[src/rtl/dca_lsu_axi_read_issuer.sv]
// Pops LSU transaction descriptors, issues AXI AR bursts, and emits one
// in-order completion pulse per descriptor as R-channel bursts retire.
module dca_lsu_axi_read_issuer #(
  parameter int BW_ADDR         = 32,
  parameter int BW_BITADDR      = BW_ADDR + 3,
  parameter int BW_ALEN         = 8,
  parameter int BW_DATA         = 32,
  parameter int MAX_OUTSTANDING = 4,
  parameter int BW_TXN_INFO     = 2 + BW_ALEN + BW_BITADDR
) (
  input  logic                                clk,
  input  logic                                rstnn,
  input  logic                                enable,
  input  logic                                clear,
  input  logic                                txn_ready,
  input  logic [BW_TXN_INFO-1:0]              txn_info,
  output logic                                txn_request,
  output logic [BW_ADDR-1:0]                  araddr,
  output logic [BW_ALEN-1:0]                  arlen,
  output logic [2:0]                          arsize,
  output logic [1:0]                          arburst,
  output logic                                arvalid,
  input  logic                                arready,
  input  logic                                r_beat_last,
  output logic                                done_valid,
  output logic                                done_last,
  output logic                                busy,
  output logic [$clog2(MAX_OUTSTANDING):0]    outstanding
);
  localparam int PW = $clog2(MAX_OUTSTANDING);
  localparam int OW = PW + 1;
  localparam logic [BW_ADDR-1:0] BEAT_MASK = ~BW_ADDR'(BW_DATA/8 - 1);

  typedef enum logic [1:0] {S_IDLE, S_ADDR, S_DRAIN} state_e;

  typedef struct packed {
    logic                  last;
    logic                  dummy;
    logic [BW_ALEN-1:0]    alen;
    logic [BW_BITADDR-1:0] bitaddr;
  } txn_t;

  state_e               state_q, state_d;
  logic [OW-1:0]        out_q, out_d;
  logic [BW_ADDR-1:0]   araddr_q, araddr_d;
  logic [BW_ALEN-1:0]   arlen_q, arlen_d;
  logic                 pend_q, pend_d;
  logic                 done_v_q, done_v_d;
  logic                 done_l_q, done_l_d;
  logic [PW-1:0]        wptr_q, rptr_q;
  logic                 tags_q [MAX_OUTSTANDING];

  txn_t                 txn;
  logic [BW_ADDR-1:0]   byte_addr;
  logic                 inc, dec, slot_ok, pop;
  logic [OW:0]          occ_next;

  assign txn       = txn_info;
  assign byte_addr = txn.bitaddr[BW_ADDR+2:3];

  // Slot check counts this cycle's handshake and retirement so a pop in ADDR
  // can never push the tag FIFO past its depth.
  assign inc      = (state_q == S_ADDR) & arready;
  assign dec      = r_beat_last & (out_q != '0);
  assign occ_next = {1'b0, out_q} + (OW+1)'(inc) - (OW+1)'(dec);
  assign slot_ok  = occ_next < (OW+1)'(MAX_OUTSTANDING);
  assign pop      = enable & txn_ready & slot_ok & ~clear &
                    ((state_q == S_IDLE) | ((state_q == S_ADDR) & arready));

  always_comb begin
    state_d  = state_q;
    araddr_d = araddr_q;
    arlen_d  = arlen_q;
    pend_d   = pend_q;
    done_v_d = 1'b0;
    done_l_d = 1'b0;
    out_d    = out_q + OW'(inc) - OW'(dec);
    case (state_q)
      S_ADDR:  if (arready) state_d = S_IDLE;
      S_DRAIN: if ((out_q == '0) && !dec) begin
        done_v_d = 1'b1;
        done_l_d = pend_q;
        state_d  = S_IDLE;
      end
      default: ;
    endcase
    if (pop) begin
      pend_d = txn.last;
      if (txn.dummy) begin
        state_d = S_DRAIN;
      end else begin
        state_d  = S_ADDR;
        araddr_d = byte_addr & BEAT_MASK;
        arlen_d  = txn.alen;
      end
    end
    if (dec) begin
      done_v_d = 1'b1;
      done_l_d = tags_q[rptr_q];
    end
  end

  always_ff @(posedge clk or negedge rstnn) begin
    if (!rstnn) begin
      state_q  <= S_IDLE;
      out_q    <= '0;
      araddr_q <= '0;
      arlen_q  <= '0;
      pend_q   <= 1'b0;
      done_v_q <= 1'b0;
      done_l_q <= 1'b0;
      wptr_q   <= '0;
      rptr_q   <= '0;
    end else if (clear) begin
      state_q  <= S_IDLE;
      out_q    <= '0;
      araddr_q <= '0;
      arlen_q  <= '0;
      pend_q   <= 1'b0;
      done_v_q <= 1'b0;
      done_l_q <= 1'b0;
      wptr_q   <= '0;
      rptr_q   <= '0;
    end else begin
      state_q  <= state_d;
      out_q    <= out_d;
      araddr_q <= araddr_d;
      arlen_q  <= arlen_d;
      pend_q   <= pend_d;
      done_v_q <= done_v_d;
      done_l_q <= done_l_d;
      if (inc) wptr_q <= wptr_q + 1'b1;
      if (dec) rptr_q <= rptr_q + 1'b1;
    end
  end

  // Tag storage needs no reset; occupancy is tracked by the pointers.
  always_ff @(posedge clk) begin
    if (inc) tags_q[wptr_q] <= pend_q;
  end

  assign txn_request = pop;
  assign araddr      = araddr_q;
  assign arlen       = arlen_q;
  assign arsize      = 3'($clog2(BW_DATA/8));
  assign arburst     = 2'b01;
  assign arvalid     = (state_q == S_ADDR);
  assign done_valid  = done_v_q;
  assign done_last   = done_l_q;
  assign busy        = (state_q != S_IDLE) | (out_q != '0);
  assign outstanding = out_q;
endmodule

[config.mk]
export PLATFORM = sky130hd
export DESIGN_NAME = dca_lsu_axi_read_issuer
export DESIGN_NICKNAME = d
export VERILOG_FILES = /design/src/rtl/dca_lsu_axi_read_issuer.sv
export SDC_FILE = /design/constraint.sdc
export NUM_CORES = 1
export LEC_CHECK = 0
export ABC_CLOCK_PERIOD_IN_PS = 5610
export CAP_MARGIN = 20
export CORE_AREA = 2 2 67 94
export CTS_CLUSTER_SIZE = 25
export DETAILED_ROUTE_END_ITERATION = 16
export DIE_AREA = 0 0 69 96
export PLACE_DENSITY_LB_ADDON = 0.15
export SETUP_SLACK_MARGIN = 0.02
export SLEW_MARGIN = 0
export SYNTH_ARGS = -nofsm -noshare
export SYNTH_HDL_FRONTEND = slang
export SYNTH_SLANG_ARGS = --single-unit
[constraint.sdc]
create_clock -name clk -period 5.61 [get_ports clk]
set_input_delay 0.8415 -clock clk [delete_from_list [all_inputs] [get_ports clk]]
set_output_delay 0.8415 -clock clk [all_outputs]
set_load 0.05 [all_outputs]
# Word-level counts from Yosys, hierarchy flattened
# Memory sizes are Yosys's and may differ from the RTL's.
# Cells that the tools add are included.
op_classes:
  n_mux: 29
  bitwise_logic: 9
  n_eq_ne: 5
  add_sub_neg: 6
  n_lt_le_gt_ge: 1
  n_reduce_logical: 12
ops:
  columns: ["operator", "count"]
  rows:
  - ["$mux 32", 3]
  - ["$mux 8", 3]
  - ["$mux 2", 9]
  - ["$mux 1", 12]
  - ["$reduce_bool 2->1", 4]
  - ["$and 1x1->1", 6]
  - ["$add 2x1->2 const B", 2]
  - ["$add 3x1->4", 1]
  - ["$lt 4x3->1 const B", 1]
  - ["$ne 4x3->1 const B", 1]
  - ["$ne 4x4->1 const B", 1]
  - ["$pmux 2 s2", 1]
  - ["$reduce_bool 4->1", 1]
  - ["$sub 4x1->4", 1]
  - ["$add 3x1->3", 1]
  - ["$logic_not 3->1", 1]
  - ["$mux 3", 1]
  - ["$reduce_and 3->1", 1]
  - ["$reduce_bool 3->1", 1]
  - ["$sub 3x1->3", 1]
  - ["$eq 2x1->1 const B", 1]
  - ["$eq 2x2->1 const B", 1]
  - ["$logic_not 2->1", 1]
  - ["$ne 2x2->1 const B", 1]
  - ["other kinds (5)", 6]
word_totals:
  n_memories: 1
  regBits: 52
  mem_bits_rw: 4
  elab_cells: 72
  in_bits: 52
  output_inout_bits: 53
mem_list:
  columns: ["name", "depth", "width", "read_ports", "rd_ports_with_merged_regs", "write_ports", "line_no", "rtl"]
  rows:
  - ["tags_q", 4, 1, 1, 0, 1, "51", "logic tags_q [MAX_OUTSTANDING];"]

# Depth between registers and ports, before layout
# Gate-level depths: netlist of run 1.
depth:
  ltp_word: 10
  mapped_depth: 13
  mapped_depth_nobuf: 11

# Least setup slack after synthesis of run 1
# Ideal clock, no wire load.
synth_timing:
  path_type: "register -> output"
  start: "reg state_q[1]"
  end: "out txn_request"
  n_path_buf: 0
  path_stages_with_launch: 11
  t_arrival_ns: 3.994
  slack_ns: 0.775
  path_cell_list: "dfrtp_1 > inv_1 > ha_1 > nand2_1 > xnor2_1 > ha_1 > inv_1 > fa_1 > xnor2_1 > or4_4 > nor3_1"
synth_between:
  elab_chain_len: 8
  elab_cells_between_ends: 10
  classes_between: "add/sub: 2; order compare: 1; eq/ne: 1; bitwise: 5; reduce/logical: 1"
synth_rtl:
  columns: ["element", "line_no", "rtl"]
  rows:
  - ["start: declaration", "43", "state_e state_q, state_d;"]
  - ["start signal: assignment", "125", "state_q <= state_d;"]
  - ["$eq 2x1->1 *", null, null]
  - ["net arvalid", "22", "output logic arvalid,"]
  - ["$and 1x1->1 *", "63, 68", null]
  - ["$add 3x1->4", "65", "assign occ_next = {1'b0, out_q} + (OW+1)'(inc) - (OW+1)'(dec);"]
  - ["$sub 4x1->4", "65", null]
  - ["$lt 4x3->1", "66", "assign slot_ok = occ_next < (OW+1)'(MAX_OUTSTANDING);"]
  - ["$and 1x1->1 (2 in series)", "67", "assign pop = enable & txn_ready & slot_ok & ~clear &"]
  - ["$and 1x1->1 *", "67", null]
  - ["end: declaration", "17", "output logic txn_request,"]
# The timed path passes the listed nets; every way through them passes the cells marked *.

# Final worst setup path of run 1
layout_timing:
  start: "in arready"
  end: "out txn_request"
layout_between:
  elab_chain_len: 7
  elab_cells_between_ends: 8
  classes_between: "add/sub: 2; order compare: 1; bitwise: 5"
layout_rtl:
  columns: ["element", "line_no", "rtl"]
  rows:
  - ["start: declaration", "23", "input logic arready,"]
  - ["$and 1x1->1 *", "63, 68", null]
  - ["$add 3x1->4", "65", null]
  - ["$sub 4x1->4", "65", null]
  - ["$lt 4x3->1", "66", null]
  - ["$and 1x1->1 (2 in series)", "67", null]
  - ["$and 1x1->1 *", "67", null]
# Every way passes the cells marked *; elsewhere a longest branch is shown, timed or not.

==> impl_metrics.ini, run 1 <==
[clock_tree]
cts_resized = 0
post_cts_buffers = 0
cts_inserted_buffers = 5
cts_max_path_buffers = 2
cts_tree = yes
cts_num_sinks = 54
cts_root_buffer = clkbuf_8
holdBufCountCts = 0
clkTransAtPathRegs_ns = 0.09
clk_latency_ns = 0.30
h-tree-depth = 2

[placed_design]
buffer_ports.inserted = 92
dp_slack_ns = 0.877
place_congestion = 0.715
dp_hpwl_um = 3770

[detailed_routing]
ant_nets = 0
first_iter_violations = 34
vias_per_cell = 4.91
drt-wirelength-per-cell_um = 14.3
firstDrtPassIters = 3
drc_errors = 0
vias = 1856
drt-total-wl_um = 5400

[setup_path]
end_kind = output port
cp_data_arrival_time_ns = 3.72
regToRegEndpoint = araddr[12]
startpoint_type = input port
r2r-start = state_q[1]
path_max_fanout = 8
r2r_setup_slack_ns = 1.56
crit_type = input port to output port
r2r_cells = 12
crit_required_ns = 4.77

[pwr]
irDropWorstVdd_v = 0.000164
power.density_nw_per_um2 = 337
leakagePower_uw = 0.00168
total_power_uw = 1240

[logic_synthesis]
synth_top_area_share_pct = 47.2
syn_avg_cell_area_um2 = 12.3
yosys-top-cells-area = dfrtp_1 (47%), mux2_2 (13%), nor2b_1 (9.7%)
ys.flop_type = dfrtp_1
synth_warnings = 0
async_flop_share_pct = 92.6
synth.largest_area_cell = dfrtp_1
yosys.cell_types.count = 29
ys_seq_elements = 54
synth_common_cells = dfrtp_1 (50), nor2b_1 (41), mux2_2 (30)
synth_seq_area_share_pct = 51.7
synth_cells = 216
synth_edf_count = 4
synth.most_common_cell = dfrtp_1
netlist_area_um2 = 2650

[timing]
final.setup.tns_ns = 0
rsz0062_at_grt = no
setup_ws_ns = 1.05
fin_crit_ns = 4.56
finalSetupViolations = 0
fin_crit_sh_pct = 81.4
skew_ns = 0.00664
slew_violations = 0
finalHoldViolations = 0
max_freq_mhz = 219
tightestPinTransition_ns = 0.924
slew_headroom_pct = 38.4

[final_layout]
finalNetCount = 370
seq_area_um2 = 1370
area_growth_pct = 39.3
multi_input_area_um2 = 1150
num-fill-cells = 489
drive_above_1_share_pct = 15.6
diodes = 0

[job]
cap_violations = 0

[floorplan]
fp.dieW_um = 69
start_util_pct = 45.9
die_area_um2 = 6620
die_h_um = 96
ios = 105
rows = 33
core_area_um2 = 5780

[global_route]
grt_pass1_wl_um = 8510
grt_max_degree = 51
gr-usage-all-layers_pct = 16.1
antenna_found_initial = 0
grt.overflow.total = 0
first_global_vias = 1895

[min_path]
hold_start = pend_q
hold_end = tags_q[2]
min_path_type = register to register
hold_depth = 0

[run_status]
outcome = finished, final reports clean
-- final cells by class --
cell class	count	area share, %
tap	70	2.37
clock buffer	8	2.98
timing repair buffer	96	25.4
inverter	9	0.915
sequential	54	37.1
multi-input combinational	141	31.2
-- metrics by stage --
| stage | utilization, % | cell area, µm² | std cells | hold slack, ns |
|---|---|---|---|---|
| after global placement | 62.0 | 3580 | 370 | 0.534 |
| after global routing | 63.9 | 3690 | 378 | 0.579 |
| final | 63.9 | 3690 | 378 | 0.555 |
| after floorplan | - | 2670 | 221 | 0.488 |
| after detailed placement | 62.0 | 3580 | 370 | 0.531 |
| after CTS | 63.9 | 3690 | 378 | 0.555 |
-- worst max path at each step --
stage | slack [ns] | to | depth (start not counted) | start
final | 1.05 | txn_request | 11 | arready
after global routing | 0.86 | txn_request | 11 | arready
after CTS | 1.02 | txn_request | 11 | arready
after detailed placement | 0.88 | araddr[12] | 11 | arready
after global placement | 0.94 | araddr[19] | 11 | arready
after floorplan | 0.77 | txn_request | 10 | state_q[1]
-- power by group --
group          switching (µW)  internal (µW)
registers                36.5            440
clock network             121            125
logic                     310            212
total                     468            777
-- critical path: stages --
cell	delay (ns)
clkdlybuf4s50_1	0.60
nand2_1	0.19
xnor2_1	0.19
ha_1	0.20
inv_1	0.06
fa_1	0.42
xnor2_1	0.15
or4_4	0.51
nor3_1	0.21
buf_4	0.17
buf_4	0.19
-- flip-flops by register name, summed over array words and instances (netlist names), 2 cells and up --
signal and count:
outstanding 3, arlen 8, tags_q 4, araddr 30
wptr_q 2, state_q 2, rptr_q 2
-- cells in the final DEF (no fill, tap or decap), types with 7 or more instances in the layout --
cell type,n
clkdlybuf4s50_1,89
dfrtp_1,50
nor2b_1,41
mux2_2,30
ha_1,10
inv_1,9
mux2_1,9
nand2_1,8
clkbuf_8,8
conb_1,7
-- routing by layer --
metal	up-vias	routed length, µm	GRT usage (%)
li1	881	-	-
met1	905	2090	17.3
met2	61	2770	28.7
met3	9	404	6.18
met4	0	127	6.05
met5	-	0	0
-- cells by family after synthesis --
group	synth area share, %
compound gates	2.08
xor+xnor	1.65
fa+ha+maj	5.47
buf+inv	5.52
flops	51.7
mux	18.2
other cells	0.283
simple gates	15.1
Note: power is estimated with default switching activity, not from simulation.
==> run 2: changes to the inputs <==
--- a/config.mk
+++ b/config.mk
@@ -5,12 +5,12 @@
 export SDC_FILE = /design/constraint.sdc
 export NUM_CORES = 1
 export LEC_CHECK = 0
-export ABC_CLOCK_PERIOD_IN_PS = 5610
+export ABC_CLOCK_PERIOD_IN_PS = 4300
 export CAP_MARGIN = 20
-export CORE_AREA = 2 2 67 94
+export CORE_AREA = 2 2 69 97
 export CTS_CLUSTER_SIZE = 25
 export DETAILED_ROUTE_END_ITERATION = 16
-export DIE_AREA = 0 0 69 96
+export DIE_AREA = 0 0 71 99
 export PLACE_DENSITY_LB_ADDON = 0.15
 export SETUP_SLACK_MARGIN = 0.02
 export SLEW_MARGIN = 0
==> constraint.sdc (replaced) <==
create_clock -name clk -period 4.3 [get_ports clk]
set_input_delay 0.645 -clock clk [delete_from_list [all_inputs] [get_ports clk]]
set_output_delay 0.645 -clock clk [all_outputs]
set_load 0.05 [all_outputs]
==> run 2 against run 1 <==
  * Via count fell by 0.27%
  * Core utilization fell by 3.6 points
  * Clock power rose by 16%
  * Routed wire length is 2.8% higher
  * Hold slack worse by 0.12 ns
  * Power rose by 29%
  * Combinational power up 34%
  * Cell area grew 0.64%
  * Die area is 6.1% higher
  * Critical path type unchanged
  * Highest routed layer unchanged
==> impl_metrics.ini, run 2 (synthesis results as in run 1) <==
[final_layout]
final_common_cell = clkdlybuf4s50_1
drive_above_1_share_pct = 15.9
final_cell_mix = clkdlybuf4s50_1 (89), dfrtp_1 (50), nor2b_1 (41)
finalNetCount = 372
area_growth_pct = 40.2
largest_reg_flops = 30
diodes = 0
postLayoutCoreUtil_pct = 60.3

[clock_tree]
cts_max_path_buffers = 2
h-tree-depth = 2
clkTransAtPathRegs_ns = 0.09
cts_resized = 0
cts_num_sinks = 54
cts_root_buffer = clkbuf_8
cts_tree = yes
clk_latency_ns = 0.30
post_cts_buffers = 0
cts_inserted_buffers = 5
holdBufCountCts = 0

[timing]
max_freq_mhz = 248
slew_violations = 0
fin_crit_sh_pct = 93.7
finalHoldViolations = 0
final.setup.tns_ns = 0
fin_crit_ns = 4.03
whs_ns = 0.438
tightestPinTransition_ns = 0.961
rsz0062_at_grt = no
skew_ns = 0.00697
slew_headroom_pct = 35.9
finalSetupViolations = 0

[setup_path]
path_max_fanout = 4
r2r_cells = 10
slowest_stage = or4_4
crit_required_ns = 3.65
end_kind = output port
crit_path_frequent_cell = xnor2_1
startpoint_type = input port
cp_top_family = simple AND/OR/NAND/NOR gates
regToRegEndpoint = araddr[8]
cp_data_arrival_time_ns = 3.38
slowest_delay_ns = 0.52
r2r_setup_slack_ns = 0.87
r2r-start = outstanding[1]
worstPathCellList = clkdlybuf4s50_1, nand2_1, xnor2_1, ha_1, inv_1, fa_1, xnor2_1, or4_4, nor3_2, buf_12
crit_type = input port to output port
crit_buf_inv = 3

[floorplan]
die_h_um = 99
core_area_um2 = 6170
fp.dieW_um = 71
die_area_um2 = 7030
ios = 105
rows = 34
start_util_pct = 43.0

[detailed_routing]
drt-total-wl_um = 5550
vias_per_cell = 4.86
firstDrtPassIters = 4
drt-wirelength-per-cell_um = 14.6
vias = 1851
drc_errors = 0
first_iter_violations = 101
ant_nets = 0

[global_route]
grt_max_degree = 51
antenna_found_initial = 0
grt.overflow.total = 0
first_global_vias = 1932
grt_pass1_wl_um = 9020
gr-usage-all-layers_pct = 16.1

[pwr]
comb_power_share_pct = 43.6
switching_share_pct = 38.4
leakagePower_uw = 0.00169
clockPowerShare_pct = 17.7
power.density_nw_per_um2 = 433
irDropWorstVdd_v = 0.000258
p_sw_uw = 618
p_seq_share_pct = 38.6
internal_power_uw = 992

[placed_design]
dp_hpwl_um = 3790
place_congestion = 0.764
buffer_ports.inserted = 92

[job]
cap_violations = 0

[min_path]
min_path_type = input port to async pin

[run_status]
outcome = finished, final reports clean
==> run 2: changes by cell type in the layout (fill, tap and decap cells not counted), sizes merged <==
cell	before	now
buf	7	9
clkbuf	8	7
==> run 2: final cells by class <==
type,count,area (µm²)
Tap cell,72,90.1
Clock buffer,7,86.3
Timing Repair Buffer,98,978
Fill cell,529,2450
Multi-Input combinational cell,141,1160
Inverter,9,33.8
Sequential cell,54,1370
==> run 2: worst reg2reg max path: stages (launching register included) <==
cell and delay, ns:
dfrtp_1 0.48, o31a_1 0.36, xnor2_1 0.18, ha_1 0.19, inv_1 0.06, fa_1 0.40, xnor2_1 0.15, or4_4 0.52
nor4_4 0.32, buf_12 0.27, mux2_2 0.39
==> run 2: worst max-delay path by stage <==
stage / endpoint / depth (start not counted) / startpoint
after floorplan: txn_request / 10 / state_q[1]
after global placement: txn_request / 10 / arready
after detailed placement: txn_request / 10 / arready
after CTS: txn_request / 10 / arready
after global routing: txn_request / 10 / arready
final: txn_request / 10 / arready
==> run 2: power by group through the flow <==
stage | combinational [µW] | sequential, µW | clock [µW]
final | 702 | 622 | 286
after global routing | 758 | 632 | 312
after CTS | 710 | 622 | 298
after detailed placement | 707 | 632 | 0
after global placement | 698 | 630 | 0
after floorplan | 315 | 793 | 0
==> run 2: layer usage <==
layer	wire (µm)	GRT usage, %
met1	2240	18.9
met2	2890	28.5
met3	304	3.78
met4	113	5.95
met5	0	0
==> run 2: through the flow <==
step / cell area (µm²) / worst slack [ns] / std cells / power [µW]
finish: 3720 / 0.271 / 381 / 1610
global route: 3720 / 0.173 / 381 / 1700
CTS: 3720 / 0.265 / 381 / 1630
detailed placement: 3630 / 0.287 / 374 / 1340
global placement: 3630 / 0.282 / 374 / 1330
floorplan: 2680 / 0.168 / 221 / 1110
==> run 3: changes to the inputs <==
==> constraint.sdc (replaced) <==
create_clock -name clk -period 4.3 [get_ports clk]
set_input_delay 0.86 -clock clk [delete_from_list [all_inputs] [get_ports clk]]
set_output_delay 0.86 -clock clk [all_outputs]
set_load 0.05 [all_outputs]
==> run 3 against run 2 <==
  * Core utilization rose by 0.99 points
  * Cell area increased by 1.6%
  * Die area did not move
  * Hold slack improved by 0.11 ns
  * Largest cell class unchanged
  * Highest routed layer unchanged
==> impl_metrics.ini, run 3 (synthesis results as in run 1) <==
[setup_path]
regToRegEndpoint = araddr[13]
cp_data_arrival_time_ns = 3.30
crit_required_ns = 3.44
r2r-start = outstanding[1]
startpoint_type = input port
r2r_setup_slack_ns = 0.80
crit_type = input port to output port
crit_start = r_beat_last
r2r_cells = 12
end_kind = output port
path_max_fanout = 2
critPathCapture = txn_request

[placed_design]
buffer_ports.inserted = 92
dp_hpwl_um = 3840
dp.cells = 378
dp_slack_ns = 0.0252
place_congestion = 0.731

[timing]
skew_ns = 0.00559
rsz0062_at_grt = no
setup_ws_ns = 0.140
finalSetupViolations = 0
fin_crit_sh_pct = 96.7
slew_violations = 0
slew_headroom_pct = 53.6
fin_crit_ns = 4.16
final.setup.tns_ns = 0
finalHoldViolations = 0
tightestPinTransition_ns = 0.696
max_freq_mhz = 240

[pwr]
switching_share_pct = 38.3
p_sw_uw = 626
irDropWorstVdd_v = 0.000219
p_seq_share_pct = 38.1
clockPowerShare_pct = 17.6
leakagePower_uw = 0.00173
comb_power_share_pct = 44.3
internal_power_uw = 1010
power.density_nw_per_um2 = 432

[final_layout]
largest_reg_flops = 30
diodes = 0
num-fill-cells = 525
area_growth_pct = 42.5
final_common_cell = clkdlybuf4s50_1
finalNonFillerCells = 388
drive_above_1_share_pct = 19.0
final_cell_mix = clkdlybuf4s50_1 (88), dfrtp_1 (50), nor2b_1 (41)
finalNetCount = 378

[floorplan]
fp.dieW_um = 71
die_area_um2 = 7030
core_area_um2 = 6170
die_h_um = 99
start_util_pct = 43.0
ios = 105
rows = 34

[min_path]
hold_depth = 2
min_path_type = register to register

[detailed_routing]
firstDrtPassIters = 4
ant_nets = 0
drc_errors = 0
wl_met2_um = 2900
drt-total-wl_um = 5440
wl_met1_um = 2210
met3_length_um = 278
vias = 1848
drt-wirelength-per-cell_um = 14.0
first_iter_violations = 57
vias_per_cell = 4.76
top_layer = met4

[global_route]
antenna_found_initial = 0
gr-usage-all-layers_pct = 16.1
grt_pass1_wl_um = 9070
grt_max_degree = 50
first_global_vias = 1968
grt.overflow.total = 0

[clock_tree]
clk_latency_ns = 0.29
cts_inserted_buffers = 5
h-tree-depth = 2
cts_tree = yes
clkTransAtPathRegs_ns = 0.09
cts_root_buffer = clkbuf_8
cts_max_path_buffers = 2
cts_num_sinks = 54
holdBufCountCts = 0

[job]
cap_violations = 0

[run_status]
outcome = finished, final reports clean
==> run 3: metal layers <==
metal  track usage (%)  vias to the layer above
met3              3.58                        4
met4              3.92                        0
li1                  -                      894
met5                 0                        -
met2              29.1                       53
met1              19.3                      897
==> run 3: metrics by stage <==
| stage | area, µm² | hold WS [ns] | utilization, % | total power (µW) |
|---|---|---|---|---|
| 3_3_place_gp | 3650 | 0.533 | 59.2 | 1340 |
| 4_1_cts | 3750 | 0.558 | 60.7 | 1650 |
| 2_1_floorplan | 2680 | 0.488 | - | 1120 |
| 3_5_place_dp | 3650 | 0.542 | 59.2 | 1350 |
| 6_report | 3780 | 0.552 | 61.3 | 1630 |
| 5_1_grt | 3780 | 0.582 | 61.3 | 1730 |
==> run 3: critical path: stages <==
cell             delay, ns
clkdlybuf4s50_1       0.46
o31a_1                0.20
xnor2_2               0.13
ha_2                  0.20
inv_1                 0.06
fa_2                  0.35
xnor2_1               0.14
or4_4                 0.45
nor3_4                0.28
buf_12                0.17
==> run 3: how the worst min path moves through the flow <==
stage	to	slack (ns)	from
after floorplan	tags_q[0]	0.49	pend_q
after global placement	rptr_q[1]	0.53	rptr_q[1]
after detailed placement	tags_q[2]	0.54	pend_q
after CTS	state_q[1]	0.56	state_q[1]
after global routing	state_q[0]	0.58	state_q[0]
final	state_q[1]	0.55	state_q[1]
==> run 3: cell type report <==
cell class,count,area (µm²),share of cell area [%]
multi-input combinational,141,1180,31.2
sequential,54,1370,36.3
clock buffer,7,86.3,2.28
inverter,9,33.8,0.894
timing repair buffer,104,1010,26.8
tap,72,90.1,2.38
clock inverter,1,5.00,0.132
==> run 3: power by group through the flow <==
stage          combinational (µW)  sequential (µW)  clock, µW
6_report                      723              623        287
5_1_grt                       774              632        320
4_1_cts                       716              624        305
3_5_place_dp                  715              633          0
3_3_place_gp                  707              630          0
2_1_floorplan                 322              793          0
==> run 3: repair_timing <==
action	4_1_cts	5_1_grt
pin swaps	1	3
resized for setup	0	5
hold endpoints to repair	0	0
setup buffers	0	2
setup endpoints to repair	1	1
